--- config.mk ---
export PLATFORM = sky130hd
export DESIGN_NAME = seq_adder
export DESIGN_NICKNAME = d
export VERILOG_FILES = /design/src/rtl/seq_adder_pkg.sv /design/src/rtl/seq_adder_digit_adder.sv /design/src/rtl/seq_adder.sv
export SDC_FILE = /design/constraint.sdc
export NUM_CORES = 1
export LEC_CHECK = 0
export ABC_CLOCK_PERIOD_IN_PS = 2200
export CAP_MARGIN = 20
export CORE_ASPECT_RATIO = 1.4
export CORE_MARGIN = 4
export CORE_UTILIZATION = 40
export CTS_CLUSTER_SIZE = 28
export DETAILED_ROUTE_END_ITERATION = 8
export GPL_TIMING_DRIVEN = 1
export PLACE_DENSITY = 0.67
export SLEW_MARGIN = 25
export SYNTH_ARGS = -nofsm -noshare
export SYNTH_HDL_FRONTEND = slang
export SYNTH_SLANG_ARGS = --single-unit
--- constraint.sdc ---
create_clock -name clk -period 2.2 [get_ports clk]
set_clock_uncertainty 0.1 [all_clocks]
set_input_delay 0.33 -clock clk [delete_from_list [all_inputs] [get_ports clk]]
set_output_delay 0.33 -clock clk [all_outputs]
set_load 0.01 [all_outputs]
--- src/rtl/seq_adder_pkg.sv ---
// rtl/seq_adder_pkg.sv - shared state encoding and sizing helper for seq_adder
//
// Purpose : state enum for the seq_adder control FSM and the width function
//           used to size its step counter.
// Ports   : none (package).
package seq_adder_pkg;

    typedef enum logic [1:0] {
        ST_IDLE = 2'd0,
        ST_RUN  = 2'd1,
        ST_DONE = 2'd2
    } state_t;

    // Bits needed to hold a step index 0..nstep-1; never less than 1 so a
    // single-cycle configuration still has a legal counter vector.
    function automatic int step_cnt_width(input int nstep);
        return (nstep <= 1) ? 1 : $clog2(nstep);
    endfunction

endpackage

--- src/rtl/seq_adder_digit_adder.sv ---
// rtl/seq_adder_digit_adder.sv - combinational DIGIT-bit ripple adder from half-adder cells
//
// Purpose : s = x + y + ci over DIGIT bits, co = carry out of the top bit.
//           Each bit position is a full adder made of two half-adder cells
//           whose carries are ORed.
// Ports   : i_x  [DIGIT] operand digit X
//           i_y  [DIGIT] operand digit Y
//           i_ci [1]     carry in
//           o_s  [DIGIT] sum digit
//           o_co [1]     carry out
module digit_adder #(
    parameter int DIGIT = 1
) (
    input  logic [DIGIT-1:0] i_x,
    input  logic [DIGIT-1:0] i_y,
    input  logic             i_ci,
    output logic [DIGIT-1:0] o_s,
    output logic             o_co
);

    logic [DIGIT:0] w_c;

    assign w_c[0] = i_ci;

    for (genvar g = 0; g < DIGIT; g++) begin : g_bit
        logic w_hs;
        logic w_hc_xy;
        logic w_hc_sc;

        // first half-adder: x + y
        assign w_hs    = i_x[g] ^ i_y[g];
        assign w_hc_xy = i_x[g] & i_y[g];
        // second half-adder: partial sum + incoming carry
        assign o_s[g]   = w_hs ^ w_c[g];
        assign w_hc_sc  = w_hs & w_c[g];
        // both half-adder carries can never be 1 together, so OR is exact
        assign w_c[g+1] = w_hc_xy | w_hc_sc;
    end

    assign o_co = w_c[DIGIT];

endmodule

--- src/rtl/seq_adder.sv ---
// rtl/seq_adder.sv - multi-cycle WIDTH-bit adder, DIGIT bits per clock, valid/ready both sides
//
// Purpose : adds a + b + cin one DIGIT-wide slice per clock, LSB slice first,
//           and reports sum, carry-out and two's-complement overflow.
// Ports   : clk        rising-edge clock
//           rst_n      asynchronous active-low reset
//           in_valid   operands valid          in_ready   ready for operands
//           a, b [W]   operands                cin        carry in
//           out_valid  result valid            out_ready  consumer accepts
//           sum [W]    a+b+cin mod 2^W         cout       carry out of MSB
//           ovf        signed overflow
module seq_adder
    import seq_adder_pkg::*;
#(
    parameter int WIDTH = 8,
    parameter int DIGIT = 1
) (
    input  logic             clk,
    input  logic             rst_n,
    input  logic             in_valid,
    output logic             in_ready,
    input  logic [WIDTH-1:0] a,
    input  logic [WIDTH-1:0] b,
    input  logic             cin,
    output logic             out_valid,
    input  logic             out_ready,
    output logic [WIDTH-1:0] sum,
    output logic             cout,
    output logic             ovf
);

    localparam int NSTEP = WIDTH / DIGIT;
    localparam int CW    = step_cnt_width(NSTEP);
    localparam logic [CW-1:0] LAST_STEP = CW'(NSTEP - 1);

    if ((WIDTH % DIGIT) != 0 || WIDTH < 2) begin : g_param_check
        $error("seq_adder: WIDTH must be >= 2 and a multiple of DIGIT");
    end

    state_t           r_state;
    state_t           w_next;
    logic [CW-1:0]    r_step;
    logic             r_carry;
    logic [WIDTH-1:0] r_a;
    logic [WIDTH-1:0] r_b;
    logic [WIDTH-1:0] r_sum;
    logic             r_cout;
    logic             r_ovf;
    logic             r_out_valid;

    logic [DIGIT-1:0] w_x;
    logic [DIGIT-1:0] w_y;
    logic [DIGIT-1:0] w_s;
    logic             w_co;
    logic             w_accept;
    logic             w_last;

    assign w_accept = (r_state == ST_IDLE) && in_valid;
    assign w_last   = (r_step == LAST_STEP);
    assign w_x      = r_a[int'(r_step) * DIGIT +: DIGIT];
    assign w_y      = r_b[int'(r_step) * DIGIT +: DIGIT];

    digit_adder #(.DIGIT(DIGIT)) u_digit (
        .i_x  (w_x),
        .i_y  (w_y),
        .i_ci (r_carry),
        .o_s  (w_s),
        .o_co (w_co)
    );

    always_comb begin
        w_next = r_state;
        case (r_state)
            ST_IDLE: if (in_valid)  w_next = ST_RUN;
            ST_RUN:  if (w_last)    w_next = ST_DONE;
            ST_DONE: if (out_ready) w_next = ST_IDLE;
            default:                w_next = ST_IDLE;
        endcase
    end

    always_ff @(posedge clk or negedge rst_n) begin
        if (!rst_n) begin
            r_state     <= ST_IDLE;
            r_step      <= '0;
            r_carry     <= 1'b0;
            r_a         <= '0;
            r_b         <= '0;
            r_sum       <= '0;
            r_cout      <= 1'b0;
            r_ovf       <= 1'b0;
            r_out_valid <= 1'b0;
        end else begin
            r_state     <= w_next;
            r_out_valid <= (w_next == ST_DONE);
            if (w_accept) begin
                r_a     <= a;
                r_b     <= b;
                r_carry <= cin;
                r_step  <= '0;
                r_sum   <= '0;
            end else if (r_state == ST_RUN) begin
                r_sum[int'(r_step) * DIGIT +: DIGIT] <= w_s;
                r_carry <= w_co;
                if (w_last) begin
                    // w_s[DIGIT-1] is the final sum MSB on this edge.
                    r_cout <= w_co;
                    r_ovf  <= (r_a[WIDTH-1] == r_b[WIDTH-1]) &&
                              (w_s[DIGIT-1] != r_a[WIDTH-1]);
                end else begin
                    // Held at the last index so the slice select stays in range
                    // after the final digit.
                    r_step <= r_step + CW'(1);
                end
            end
        end
    end

    assign in_ready  = (r_state == ST_IDLE);
    assign out_valid = r_out_valid;
    assign sum       = r_sum;
    assign cout      = r_cout;
    assign ovf       = r_ovf;

endmodule

==> flow_metrics.env <==
export IMPL_outcome="finished with violations"
export IMPL_violations="negative setup slack"
export IMPL_synth_top_area_share_pct=49.11
export IMPL_cts_buffers=5
export IMPL_clockBufferDepth=2
export IMPL_vias_per_cell=5.224
export IMPL_cts_root_buf="clkbuf_8"
export IMPL_grt_pass1_vias=1316
export IMPL_die_y_um=84.72
export IMPL_fp_dieW_um=62.80
export IMPL_netlist_cell_type_count=33
export IMPL_worst_skew_pair_late_latency_ns=0.28
export IMPL_p_int_w=0.002019
export IMPL_first_pass_iters=4
export IMPL_synth_ff_latch_count=33
export IMPL_grt_usage_pct=14.28
export IMPL_port_buffers=32
export IMPL_hpwl_mm=2.578
export IMPL_via_count=1327
export IMPL_die_area_mm2=0.005320
export IMPL_syn_to_final_growth_pct=31.03
export IMPL_crit_chain="mux4_2 > mux2i_4 > fa_2 > and3_1 > nor2_2 > o21ai_1"
export IMPL_p_comb_share_pct=55.0
export IMPL_yosys_warnings=0
export IMPL_synth_ff_type="dfrtp_1"
export IMPL_synth_edf_count=0
export IMPL_initial_core_util_pct=42.18
export IMPL_finalInstanceArea_mm2=0.002203
export IMPL_placementRows=27
export IMPL_required_ns=2.27
export IMPL_hold_ws_ns=0.3402
export IMPL_dp_cells=246
export IMPL_max_stage_delay_ns=0.55
export IMPL_powerDensity_mw_per_mm2=1517
export IMPL_cts_htree_levels=2
export IMPL_ys_seq_area_share_pct=49.11
export IMPL_critical_path_class="reg2reg"
export IMPL_layout_drive_gt1_share_pct=15.64
export IMPL_syn_area_per_cell_um2=10.01
export IMPL_async_flop_share_pct=100.0
export IMPL_timing_fmax_mhz=439.7
export IMPL_start_kind="flop"
export IMPL_ios=33
export IMPL_setup_violations=7
export IMPL_yosysTopAreaCell="dfrtp_1"
export IMPL_swShare_pct=39.58
export IMPL_dpl_instance_area_mm2=0.002091
export IMPL_path_buf_inv=0
export IMPL_hold_class="in2async"
export IMPL_power_leakage_nw=1.047
export IMPL_worst_path_max_fanout=5
export IMPL_core_mm2=0.003986
export IMPL_grt_pass1_wl_mm=5.968
export IMPL_synth_nets=196
export IMPL_drt_iter0_markers=64
export IMPL_final_core_util_pct=55.27
export IMPL_hold_viol_final=0
export IMPL_fillers=361
export IMPL_tightest_slew_ns=0.4741
export IMPL_grt_max_degree=34
export IMPL_diodes=0
export IMPL_clock_sinks=33
export IMPL_relSlewSlack_pct=67.95
export IMPL_clock_power_share_pct=13.0
export IMPL_wl_mm=3.525
export IMPL_vdd_drop_max_v=0.0007678
export IMPL_stdcell_count=254
export IMPL_clk_pin_slew_worst_paths_ns=0.07
export IMPL_wl_per_cell_um=13.88
export IMPL_period_minus_slack_ns=2.274
export IMPL_nets=238
export IMPL_synth_area_mm2=0.001682
export IMPL_synth_area_top_cells="dfrtp_1, nand2_1, mux2i_1, mux4_2, ha_1"
export IMPL_grt_overflow=0
export IMPL_worst_path_max_delay_cell="mux4_2"
export IMPL_crit_path_end_kind="flop"
export IMPL_slew_viol_final=0
export IMPL_cp_top_family="multiplexers"
export IMPL_drc=0
export IMPL_drv_cap=0
export IMPL_syn_inst=168
export IMPL_tns_ns=-0.2486
export IMPL_period_share_pct=103.4
export IMPL_power_share_sequential_pct=32.0
export IMPL_ant_nets=0
export IMPL_rsz0062_at_grt="true"
export IMPL_setup_ws_ns=-0.07421
export IMPL_gp_congestion=0.8028
export IMPL_arrival_ns=2.34
export IMPL_p_sw_w=0.001322
export IMPL_cts_tree="done"
export IMPL_antenna_found_initial=0
## Yosys cell counts, types with 2 or more instances
master,count
ha_1,6
nand2_1,61
mux4_2,4
nand3b_1,2
nand4_1,4
nor2_1,5
buf_6,2
a22o_1,2
mux2i_1,9
inv_1,6
dfrtp_1,33
nor4b_1,5
o21ai_0,2
nor3_1,2
nand3_1,2
buf_2,6
## repair_timing
action                                  4_1_cts  5_1_grt
pin swaps                                     3        2
endpoints found under the setup margin        9        9
setup buffers                                 0        0
gates resized for setup                       2        5
hold buffers                                  0        0
## cell families (layout without fill, tap and decap cells)
family	Yosys count	in the layout	share of synthesized area (%)
buffers and inverters	15	58	4.762
AND/OR/NAND/NOR	91	91	25.60
multiplexers	14	14	11.38
AO/OA/AOI/OAI	8	8	3.497
adder cells (fa/ha/maj)	7	7	5.655
flip-flops	33	33	49.11
## power by group through the flow
stage	combinational, W	sequential, W	clock (W)
2_1_floorplan	0.00116	0.00104	0
3_3_place_gp	0.00166	0.00108	0
3_5_place_dp	0.00170	0.00108	0
4_1_cts	0.00172	0.00107	0.000448
5_1_grt	0.00202	0.00111	0.000472
6_report	0.00184	0.00107	0.000435
## routing by layer
metal	vias up	GRT usage [%]	routed length (um)
met5	-	0	0
met3	5	3.079	139
met4	0	8.635	73
li1	649	-	-
met2	31	23.01	1807
met1	642	17.40	1505
## sequential cells by signal (all words and copies together) (netlist names)
register / count
sum: 8
ovf: 1
r_a: 8
r_carry: 1
out_valid: 1
cout: 1
r_state: 2
r_step: 3
r_b: 8
## placed cells by master (no fill, tap or decap), types with 2 or more instances in the layout
cell,synthesis,routed
a22o_1,2,2
nand3_1,2,2
mux2i_1,9,8
nand2_1,61,61
nand3b_1,2,2
dfrtp_1,33,32
ha_1,6,6
clkdlybuf4s50_1,0,32
clkbuf_8,0,5
inv_1,6,6
nor2_1,5,3
buf_4,0,12
nor3_1,2,2
clkinv_2,0,2
mux4_2,4,4
nor4b_1,5,4
nand4_1,4,4
## per-stage QoR
stage                     power (W)  worst slack [ns]
after global routing       0.003604           -0.2047
after detailed placement   0.002776           -0.1949
final                      0.003342          -0.07421
after floorplan            0.002200          -0.04583
after global placement     0.002732           -0.1079
after CTS                  0.003241           -0.1095
## worst paths after layout
path | slack [ns] | start | cells after the start | endpoint
max reg2reg | -0.07 | r_step[0] | 6 | ovf
max in group asynchronous | 1.34 | rst_n | 2 | r_step[0]
max | -0.07 | r_step[0] | 6 | ovf
min reg2reg | 0.38 | r_a[2] | 2 | r_a[2]
min | 0.34 | rst_n | 2 | r_state[1]
min in group clk | 0.38 | r_a[2] | 2 | r_a[2]
## area by class of cell
type                            count  area (um2)  area share, %
Clock buffer                        6       72.57          3.294
Clock inverter                      2       10.01         0.4543
Inverter                            6       22.52          1.022
Multi-Input combinational cell    120       807.0          36.63
Sequential cell                    33       827.0          37.54
Tap cell                           43       53.80          2.442
Timing Repair Buffer               44       410.4          18.63
(Power assumes the default switching activity.)
